## src/rtl/seq_tx_pkg.sv

```systemverilog
// ---------------------------------------------------------------------------
// seq_tx_pkg
// Shared definitions for the seq_pattern_tx stimulus transmitter:
//   - state_e      : transmitter FSM states (IDLE, SEND, GAP, FIN)
//   - HIT_W        : width of the detection counter
//   - SYM_0/SYM_1  : symbol encodings, packed as {inp_1, inp_0}
//   - sym_encode   : maps a pattern bit onto its one-hot symbol
//   - sat_inc      : saturating increment for the hit counter
// ---------------------------------------------------------------------------
package seq_tx_pkg;

  typedef enum logic [1:0] {
    ST_IDLE = 2'd0,
    ST_SEND = 2'd1,
    ST_GAP  = 2'd2,
    ST_FIN  = 2'd3
  } state_e;

  localparam int HIT_W = 8;

  localparam logic [HIT_W-1:0] HIT_MAX = {HIT_W{1'b1}};

  // Symbol vectors are {inp_1, inp_0}; exactly one bit is set.
  localparam logic [1:0] SYM_0    = 2'b01;
  localparam logic [1:0] SYM_1    = 2'b10;
  localparam logic [1:0] SYM_NONE = 2'b00;

  function automatic logic [1:0] sym_encode(input logic b);
    logic [1:0] s;
    case (b)
      1'b0:    s = SYM_0;
      1'b1:    s = SYM_1;
      default: s = SYM_NONE;
    endcase
    return s;
  endfunction

  function automatic logic [HIT_W-1:0] sat_inc(input logic [HIT_W-1:0] v);
    logic [HIT_W-1:0] r;
    if (v == HIT_MAX) begin
      r = v;
    end else begin
      r = v + HIT_W'(1);
    end
    return r;
  endfunction

endpackage

```

## src/rtl/seq_pattern_tx_gap_timer.sv

```systemverilog
// ---------------------------------------------------------------------------
// gap_timer
// Down-counter that times the idle gap following each symbol pulse.
// Loading during the SEND cycle makes expired_o rise in the last of the
// GAP idle cycles, so the FSM can launch the next symbol on that edge.
// Parameters:
//   GAP       : number of idle cycles per gap (0 leaves the timer unused)
// Ports:
//   clk_i     : clock
//   rst_i     : asynchronous active-high reset
//   load_i    : reload the counter with GAP-1
//   expired_o : counter has reached zero
// ---------------------------------------------------------------------------
module gap_timer
  import seq_tx_pkg::*;
#(
  parameter int GAP = 3
) (
  input  logic clk_i,
  input  logic rst_i,
  input  logic load_i,
  output logic expired_o
);

  localparam int CNT_W = (GAP > 1) ? $clog2(GAP) : 1;
  localparam logic [CNT_W-1:0] LOAD_V = (GAP > 0) ? CNT_W'(GAP - 1) : CNT_W'(0);
  localparam logic [CNT_W-1:0] ONE_V  = CNT_W'(1);

  logic [CNT_W-1:0] cnt_q;

  // Counter: reload on request, otherwise count down and rest at zero.
  always_ff @(posedge clk_i or posedge rst_i) begin
    if (rst_i) begin
      cnt_q <= '0;
    end else if (load_i) begin
      cnt_q <= LOAD_V;
    end else if (cnt_q != '0) begin
      cnt_q <= cnt_q - ONE_V;
    end else begin
      cnt_q <= cnt_q;
    end
  end

  assign expired_o = (cnt_q == '0);

endmodule

```

## src/rtl/seq_pattern_tx.sv

```systemverilog
// ---------------------------------------------------------------------------
// seq_pattern_tx
// Serializes a captured bit pattern onto the one-hot symbol inputs of the
// Mealy sequence detector, MSB of the active field first, one single-cycle
// pulse per bit followed by GAP idle cycles, and counts detector hits seen
// on symbol cycles.
// Optional feature: define SEQ_TX_REPEAT_EN to add the repeat_i input that
// loops the pattern continuously (the name avoids the reserved word repeat).
// Parameters:
//   PAT_W     : maximum pattern length in bits
//   LEN_W     : width of length
//   GAP       : idle cycles after each symbol pulse
// Ports:
//   clk_125M  : clock
//   clear     : asynchronous active-high reset; aborts any transmission
//   start     : transmit request, sampled only in IDLE
//   pattern   : bits to send, captured on accepted start
//   length    : number of bits to send (clamped to PAT_W)
//   det_in    : detector out, counted only on symbol cycles
//   repeat_i  : (SEQ_TX_REPEAT_EN only) restart the pattern at end of pass
//   inp_0     : symbol-0 pulse
//   inp_1     : symbol-1 pulse
//   busy      : transmission in progress
//   done      : one-cycle completion pulse
//   hit_count : saturating detection count of current / last transmission
// ---------------------------------------------------------------------------
module seq_pattern_tx
  import seq_tx_pkg::*;
#(
  parameter int PAT_W = 16,
  parameter int LEN_W = $clog2(PAT_W + 1),
  parameter int GAP   = 3
) (
  input  logic             clk_125M,
  input  logic             clear,
  input  logic             start,
  input  logic [PAT_W-1:0] pattern,
  input  logic [LEN_W-1:0] length,
  input  logic             det_in,
`ifdef SEQ_TX_REPEAT_EN
  input  logic             repeat_i,
`endif
  output logic             inp_0,
  output logic             inp_1,
  output logic             busy,
  output logic             done,
  output logic [HIT_W-1:0] hit_count
);

  localparam bit              HAS_GAP = (GAP > 0);
  localparam logic [LEN_W-1:0] ONE_L  = LEN_W'(1);
  localparam logic [LEN_W-1:0] MAX_L  = LEN_W'(PAT_W);

  state_e           state_q;
  logic [PAT_W-1:0] pat_q;
  logic [LEN_W-1:0] len_q;
  logic [LEN_W-1:0] idx_q;
  logic [HIT_W-1:0] hit_q;
  logic [1:0]       sym_q;
  logic             busy_q;
  logic             done_q;

  logic [LEN_W-1:0] len_d;
  logic [LEN_W-1:0] first_idx_d;
  logic [LEN_W-1:0] next_idx_d;
  logic [LEN_W-1:0] reload_idx_d;
  logic             last_s;
  logic             adv_s;
  logic             again_s;
  logic             gap_load_s;
  logic             gap_expired_s;

  // Pattern bit at a run-time index; shifting keeps the index width free.
  function automatic logic bit_at(input logic [PAT_W-1:0] p, input logic [LEN_W-1:0] i);
    logic [PAT_W-1:0] sh;
    sh = p >> i;
    return sh[0];
  endfunction

  gap_timer #(
    .GAP (GAP)
  ) u_gap_timer (
    .clk_i     (clk_125M),
    .rst_i     (clear),
    .load_i    (gap_load_s),
    .expired_o (gap_expired_s)
  );

  // Next-value helpers: clamped length, index steps and end-of-slot decision.
  always_comb begin
    if (length > MAX_L) begin
      len_d = MAX_L;
    end else begin
      len_d = length;
    end
    first_idx_d  = len_d - ONE_L;
    next_idx_d   = idx_q - ONE_L;
    reload_idx_d = len_q - ONE_L;
    last_s       = (idx_q == '0);
    gap_load_s   = (state_q == ST_SEND);
    // A bit slot ends after SEND when there is no gap, else when the gap expires.
    case (state_q)
      ST_SEND: adv_s = !HAS_GAP;
      ST_GAP:  adv_s = gap_expired_s;
      default: adv_s = 1'b0;
    endcase
`ifdef SEQ_TX_REPEAT_EN
    again_s = repeat_i;
`else
    again_s = 1'b0;
`endif
  end

  // Transmitter FSM; every output is registered together with the state.
  always_ff @(posedge clk_125M or posedge clear) begin
    if (clear) begin
      state_q <= ST_IDLE;
      pat_q   <= '0;
      len_q   <= '0;
      idx_q   <= '0;
      hit_q   <= '0;
      sym_q   <= SYM_NONE;
      busy_q  <= 1'b0;
      done_q  <= 1'b0;
    end else begin
      sym_q  <= SYM_NONE;
      done_q <= 1'b0;
      case (state_q)
        ST_IDLE: begin
          if (start) begin
            pat_q <= pattern;
            len_q <= len_d;
            hit_q <= '0;
            if (len_d == '0) begin
              state_q <= ST_FIN;
              done_q  <= 1'b1;
              busy_q  <= 1'b0;
            end else begin
              state_q <= ST_SEND;
              idx_q   <= first_idx_d;
              busy_q  <= 1'b1;
              sym_q   <= sym_encode(bit_at(pattern, first_idx_d));
            end
          end
        end
        ST_SEND, ST_GAP: begin
          // Mealy detector output is valid alongside the symbol only.
          if ((state_q == ST_SEND) && det_in) begin
            hit_q <= sat_inc(hit_q);
          end
          if (!adv_s) begin
            state_q <= ST_GAP;
          end else if (!last_s) begin
            state_q <= ST_SEND;
            idx_q   <= next_idx_d;
            sym_q   <= sym_encode(bit_at(pat_q, next_idx_d));
          end else if (again_s) begin
            // Looping pass: flag the pass end but keep transmitting.
            state_q <= ST_SEND;
            idx_q   <= reload_idx_d;
            done_q  <= 1'b1;
            sym_q   <= sym_encode(bit_at(pat_q, reload_idx_d));
          end else begin
            state_q <= ST_FIN;
            done_q  <= 1'b1;
            busy_q  <= 1'b0;
          end
        end
        ST_FIN: begin
          state_q <= ST_IDLE;
          busy_q  <= 1'b0;
        end
        default: begin
          state_q <= ST_IDLE;
          busy_q  <= 1'b0;
        end
      endcase
    end
  end

  assign inp_0     = sym_q[0];
  assign inp_1     = sym_q[1];
  assign busy      = busy_q;
  assign done      = done_q;
  assign hit_count = hit_q;

endmodule

```

## config.mk

```make
export PLATFORM = sky130hd
export DESIGN_NAME = seq_pattern_tx
export DESIGN_NICKNAME = d
export VERILOG_FILES = /design/src/rtl/seq_tx_pkg.sv /design/src/rtl/seq_pattern_tx_gap_timer.sv /design/src/rtl/seq_pattern_tx.sv
export SDC_FILE = /design/constraint.sdc
export NUM_CORES = 1
export LEC_CHECK = 0
export CORE_MARGIN = 3
export CORE_UTILIZATION = 35
export DETAILED_ROUTE_END_ITERATION = 10
export GPL_TIMING_DRIVEN = 0
export PLACE_DENSITY = 0.63
export SYNTH_ARGS = -nofsm -noshare
export SYNTH_HDL_FRONTEND = slang
export SYNTH_SLANG_ARGS = --single-unit
```

## constraint.sdc

```tcl
create_clock -name clk_125M -period 7.5 [get_ports clk_125M]
set_input_delay 1.5 -clock clk_125M [delete_from_list [all_inputs] [get_ports clk_125M]]
set_output_delay 1.5 -clock clk_125M [all_outputs]
set_load 0.05 [all_outputs]
```

=== After elaboration in Yosys (flattened, before gate mapping) ===
Index checks and enable logic that the tools add are counted.

* Output and inout bits: 12
* Bits in registers: 37
* Input bits: 25

* Mux-type cells: 35
* Bitwise gates (word level): 2
* $add $sub $neg: 4
* Order comparisons: 1
* Equality and inequality tests: 11
* Reduce and logical (&&, ||, !) cells: 13
* Shift-type cells: 2

{| class="wikitable"
|+ Operator list
! cell !! count
|-
| $shr 16x5->1 || 2
|-
| $mux 5 || 5
|-
| $mux 8 || 3
|-
| $mux 2 || 10
|-
| $pmux 8 s2 || 1
|-
| $ne 2x2->1 const B || 7
|-
| $pmux 2 s2 || 3
|-
| $logic_not 5->1 || 2
|-
| $pmux 5 s2 || 1
|-
| $sub 5x1->5 const B || 2
|-
| $mux 1 || 9
|-
| $add 8x1->8 const B || 1
|-
| $eq 8x8->1 const B || 1
|-
| $pmux 2 s3 || 1
|-
| $reduce_bool 2->1 || 3
|-
| $gt 5x5->1 const B || 1
|-
| $reduce_and 5->1 || 1
|-
| $eq 2x2->1 const B || 2
|-
| $logic_not 2->1 || 2
|-
| $reduce_and 4->1 || 1
|-
| $pmux 1 s3 || 1
|-
| $reduce_and 3->1 || 1
|-
| $eq 2x1->1 const B || 1
|-
| $not 1->1 || 2
|-
| other kinds (5) || 5
|}

=== Longest topological paths before layout ===
* Word-level depth: 9
* Gate-level depth with buffers: 10

=== Cells and area by module ===
A second synthesis with hierarchy kept.

* Cells, all modules: 198
* Area total of the unflattened synthesis: 2163.3 um^2

{| class="wikitable"
|+ Modules (own cells, without submodules)
! module !! times used !! area each (um^2) !! cells an instance
|-
| seq_pattern_tx || 1 || 2057.0 || 187
|-
| gap_timer || 1 || 106.4 || 11
|}

=== Least setup slack after synthesis ===
OpenSTA, ideal clock, no wires.

* Path type: input port to flip-flop
* Start: input length[4]
* End: register idx_q[0]
* Stages: 8
* Buffers on the path: 0
* Data required time: 7417 ps
* Path slack: 4261 ps
* Arrival time: 3156 ps
* Cells stage by stage: and2b_1 -> inv_2 -> ha_1 -> nor4b_2 -> a211oi_1 -> o21ai_1 -> a211o_1 -> o21ai_0

* Cells in the longest elaborated chain, start to end: 6
* Elaborated cells on any way between the ends: 9
* Classes of those cells: 1 x add/sub; 1 x order compare; 1 x eq/ne; 4 x mux; 2 x reduce/logical

{| class="wikitable"
|+ Ends and longest elaborated chain
! what !! RTL line !! RTL
|-
| start, declared || seq_pattern_tx.sv:38 || <nowiki>input logic [LEN_W-1:0] length,</nowiki>
|-
| $gt 5x5->1 || seq_pattern_tx.sv:91 || <nowiki>if (length > MAX_L) begin</nowiki>
|-
| $mux 5 * || seq_pattern_tx.sv:91 ||
|-
| $sub 5x1->5 || seq_pattern_tx.sv:96 || <nowiki>first_idx_d = len_d - ONE_L;</nowiki>
|-
| $mux 5 || seq_pattern_tx.sv:134 || <nowiki>if (len_d == '0) begin</nowiki>
|-
| $mux 5 || seq_pattern_tx.sv:130 || <nowiki>if (start) begin</nowiki>
|-
| $pmux 5 s2 || seq_pattern_tx.sv:128 || <nowiki>case (state_q)</nowiki>
|-
| end signal, assigned || seq_pattern_tx.sv:140 || <nowiki>idx_q <= first_idx_d;</nowiki>
|-
| end signal, assigned || seq_pattern_tx.sv:155 || <nowiki>idx_q <= next_idx_d;</nowiki>
|-
| end signal, assigned || seq_pattern_tx.sv:160 || <nowiki>idx_q <= reload_idx_d;</nowiki>
|-
| end, declared || seq_pattern_tx.sv:57 || <nowiki>logic [LEN_W-1:0] idx_q;</nowiki>
|}

Mark *: on every way between the ends. The rest lies on a longest branch, timed or not. The select of a mux whose other input is x is not followed.
A chain may end at the register's enable or synchronous reset.

=== Final worst setup path ===
Same ends and word-level chain as after synthesis.

==> metrics list <==
* Diode insertion count for antenna repair: 0
- Power spread over the standard cell area amounts to 404 nW/um^2.
- Initial core utilization: 36.6%
- In this run the cell area of the synthesized design comes to 2210 sq um.
- For this run, asynchronously set or reset flops after synthesis account for 100%.
* Last weighted congestion value of the routability-driven placer: 0.821
- The analysis attributes to net switching a power of 473 uW.
* Flop pwr share: 31.3%
- Slew at the pin closest to its max-slew limit: 0.782 ns
- Cell accounting for the most synthesized area: sky130_fd_sc_hd__dfrtp_1
* Clock share of power: 12.7%
- Filler-free cell count of the finished design: 336
- Setup TNS after final layout: 0 ns
* Number of gates given a new drive strength after cts: 0
- The number of hold buffers added after CTS was 0.
- The die covers 7290 sq um.
- Unrepaired setup endpoints after global routing: false
- Cell internal power was estimated by the tool at 636 uW.
* Clock insertion delay at the later pin of the skew report: 0.28 ns
* Maximum capacitance violations: 0
* Clock tree buffer depth: 2
- Detailed-router iteration count before antenna repair: 4
- Pin count of the biggest net entering global routing: 38
- For this run, the total global-route usage over all layers was measured as 14.4%.
* Floorplan core area: 6030 sq um
- Die boundary width: 85.4 um
* Global-route wire length before repair: 8420 um
* Share of post-route cells with drive strength above 1: 13.4%
* HPWL after detailed placement: 3670 um
* Clock transition at the registers of the reported paths: 0.07 ns
- Endpoint kind of the worst setup timing path: register
- Number of vias in the routed layout: 1771
- For this run, design rule violations remaining after detail routing come to 0.
- Proportion of synthesized chip area in sequential cells: 42.0%
- Clock tree from TritonCTS: built
* CTS H-tree depth: 2
* Endpoints failing setup: 0
- Final hold vios: 0
- During synthesis, Yosys emitted a total of 0 warnings.
- Synthesis produced a netlist whose cell count is 218.
- The min-delay analysis places its worst path in the category reg -> reg.
* Synthesized area per cell: 10.1 sq um
- Along the worst path, the maximum fanout reaches 8.
* Num Clock Sinks: 37
- Critical path data required time: 7.66 ns
- Clock tree synthesis inserted a total of 5 buffers.
- After synthesis, the netlist uses 43 different library cells.
- Final Critical Period: 4.03 ns
- In this run, synthesis produced a sequential element count of 37.
* LEAKAGE: 0.00115 uW
* Antenna violations before repair: 0
- In this run the count of I/O pins placed on the die edge is 37.
* List of most frequent post-synthesis cells: sky130_fd_sc_hd__dfrtp_1 (37), sky130_fd_sc_hd__nand2_1 (22), sky130_fd_sc_hd__o21ai_0 (20), sky130_fd_sc_hd__mux2_2 (16), sky130_fd_sc_hd__nor2_1 (16)
- Across the routed clock network, the largest skew measured is 0.00732 ns.
- Status: finished clean
- In this run, the combinational gates consume 56.0% of the power.
* Number of routed nets with antenna violations: 0
- For this run, the leading register cell type out of synthesis is sky130_fd_sc_hd__dfrtp_1.
* Critical path class: in -> reg
- STA classifies the critical path startpoint as an input pin.
- The via count of the first global-routing pass was 1767.
- Fraction of power spent switching nets: 42.7%
- Derived from the worst setup path, the maximum achievable clock frequency is 0.248 GHz.
* Library cell with the highest instance count after synthesis: sky130_fd_sc_hd__dfrtp_1
- Dividing the final minimum period by the clock period gives 53.7%.
- Fin nets: 295
- The total overflow left after global routing is 0.
- Including well taps, the total number of placed cells is 329.
* Standard-cell row count: 28
- Iteration-0 DRC count of the detailed router: 66
- Final count of pins violating max slew: 0
* Die extent in y: 85.4 um
- After detailed routing, the total wire length is 4920 um.
* Critical path arrival: 4.19 ns
- Share of the synthesized area in the top cell type: 42.0%
* Via density: 5.27
* Top cells by area in the synthesized netlist: sky130_fd_sc_hd__dfrtp_1 (42%), sky130_fd_sc_hd__mux2_2 (8.2%), sky130_fd_sc_hd__mux4_2 (7.1%)
- Hold slack: 0.503 ns
- The worst-case IR drop observed on VDD is 0.195 mV.
- CTS Root Cell: sky130_fd_sc_hd__clkbuf_8
- In the final routed layout, each cell accounts on average for 14.7 um.
* Count of input and output buffers: 36
- Layout overhead on the synthesized area: 24.5%
- Postcts setup bufs: 0
* Post-synthesis net count: 252
* Worst slew slack as a fraction of its limit: 47.8%
* Number of enable flip-flop cells after synthesis: 0
==> critical path, cell delays in order <==
cell,delay (ns)
sky130_fd_sc_hd__clkdlybuf4s50_1,0.62
sky130_fd_sc_hd__and2b_1,0.28
sky130_fd_sc_hd__inv_2,0.17
sky130_fd_sc_hd__ha_1,0.32
sky130_fd_sc_hd__nor4b_2,0.49
sky130_fd_sc_hd__a211oi_1,0.22
sky130_fd_sc_hd__o21ai_1,0.34
sky130_fd_sc_hd__a211o_1,0.16
sky130_fd_sc_hd__o21ai_0,0.08
==> cell type report <==
cell class	instances	area, sq um
Timing Repair Buffer	36	360
Fill cell	616	3280
Multi-Input combinational cell	163	1210
Buffer	6	22.5
Inverter	12	45.0
Tap cell	75	93.8
Clock buffer	7	86.3
Sequential cell	37	926
==> cells by family after synthesis <==
logic type | synth area share (%)
AO/OA/AOI/OAI | 12.6
XOR/XNOR | 2.72
adder cells (fa/ha/maj) | 5.10
buffers and inverters | 3.06
flip-flops | 42.0
multiplexers | 17.1
AND/OR/NAND/NOR | 17.5
==> power by group through the flow <==
stage | clock [uW] | combinational (uW) | sequential (uW)
CTS | 147 | 628 | 347
detailed placement | 0 | 625 | 350
global route | 157 | 694 | 360
finish | 141 | 621 | 347
global placement | 0 | 610 | 347
floorplan | 0 | 422 | 388
==> layer usage <==
metal | share of wire (%) | vias to the layer above | GRT usage [%]
li1 | - | 877 | -
met1 | 46 | 849 | 18.6
met2 | 50 | 43 | 24.6
met3 | 3.9 | 2 | 3.01
met4 | 0.30 | 0 | 3.74
met5 | 0 | - | 0
==> final timing paths <==
path	start	end	slack (ns)	cells after the start
max reg2reg	idx_q[0]	sym_q[0]	4.71	8
min	pat_q[9]	pat_q[9]	0.50	1
max in group asynchronous	clear	pat_q[11]	5.32	2
min reg2reg	pat_q[9]	pat_q[9]	0.50	1
min in group asynchronous	clear	hit_count[2]	1.68	2
max	length[4]	idx_q[0]	3.47	9
==> layout by cell type, fill, tap and decap left out, drive strengths merged, types with 4 or more instances in the layout <==
| master | netlist | final |
|---|---|---|
| dfrtp | 37 | 37 |
| clkdlybuf4s50 | 0 | 36 |
| nand2 | 22 | 22 |
| o21ai | 21 | 21 |
| mux2 | 16 | 16 |
| nor2 | 16 | 16 |
| clkbuf | 6 | 13 |
| inv | 11 | 11 |
| ha | 9 | 9 |
| a21oi | 8 | 8 |
| mux4 | 7 | 7 |
| nor3 | 6 | 6 |
| nand3 | 6 | 6 |
| nor2b | 5 | 5 |
| nand2b | 4 | 4 |
| mux2i | 4 | 4 |
==> registers in the layout, summed over array words and instances, names as in the netlist <==
name,count
done,1
busy,1
u_gap_timer.cnt_q,2
hit_count,8
sym_q,2
idx_q,5
pat_q,16
state_q,2
==> metrics by stage <==
stage	cell area [sq um]	power, uW	util, %	setup slack (ns)
6_report	2750	1110	45.6	3.47
5_1_grt	2750	1210	45.6	3.17
4_1_cts	2750	1120	45.6	3.49
3_5_place_dp	2660	975	44.2	3.20
3_3_place_gp	2660	957	44.2	3.20
2_1_floorplan	2210	810	-	4.26
Power figures use the tool's default switching activity.
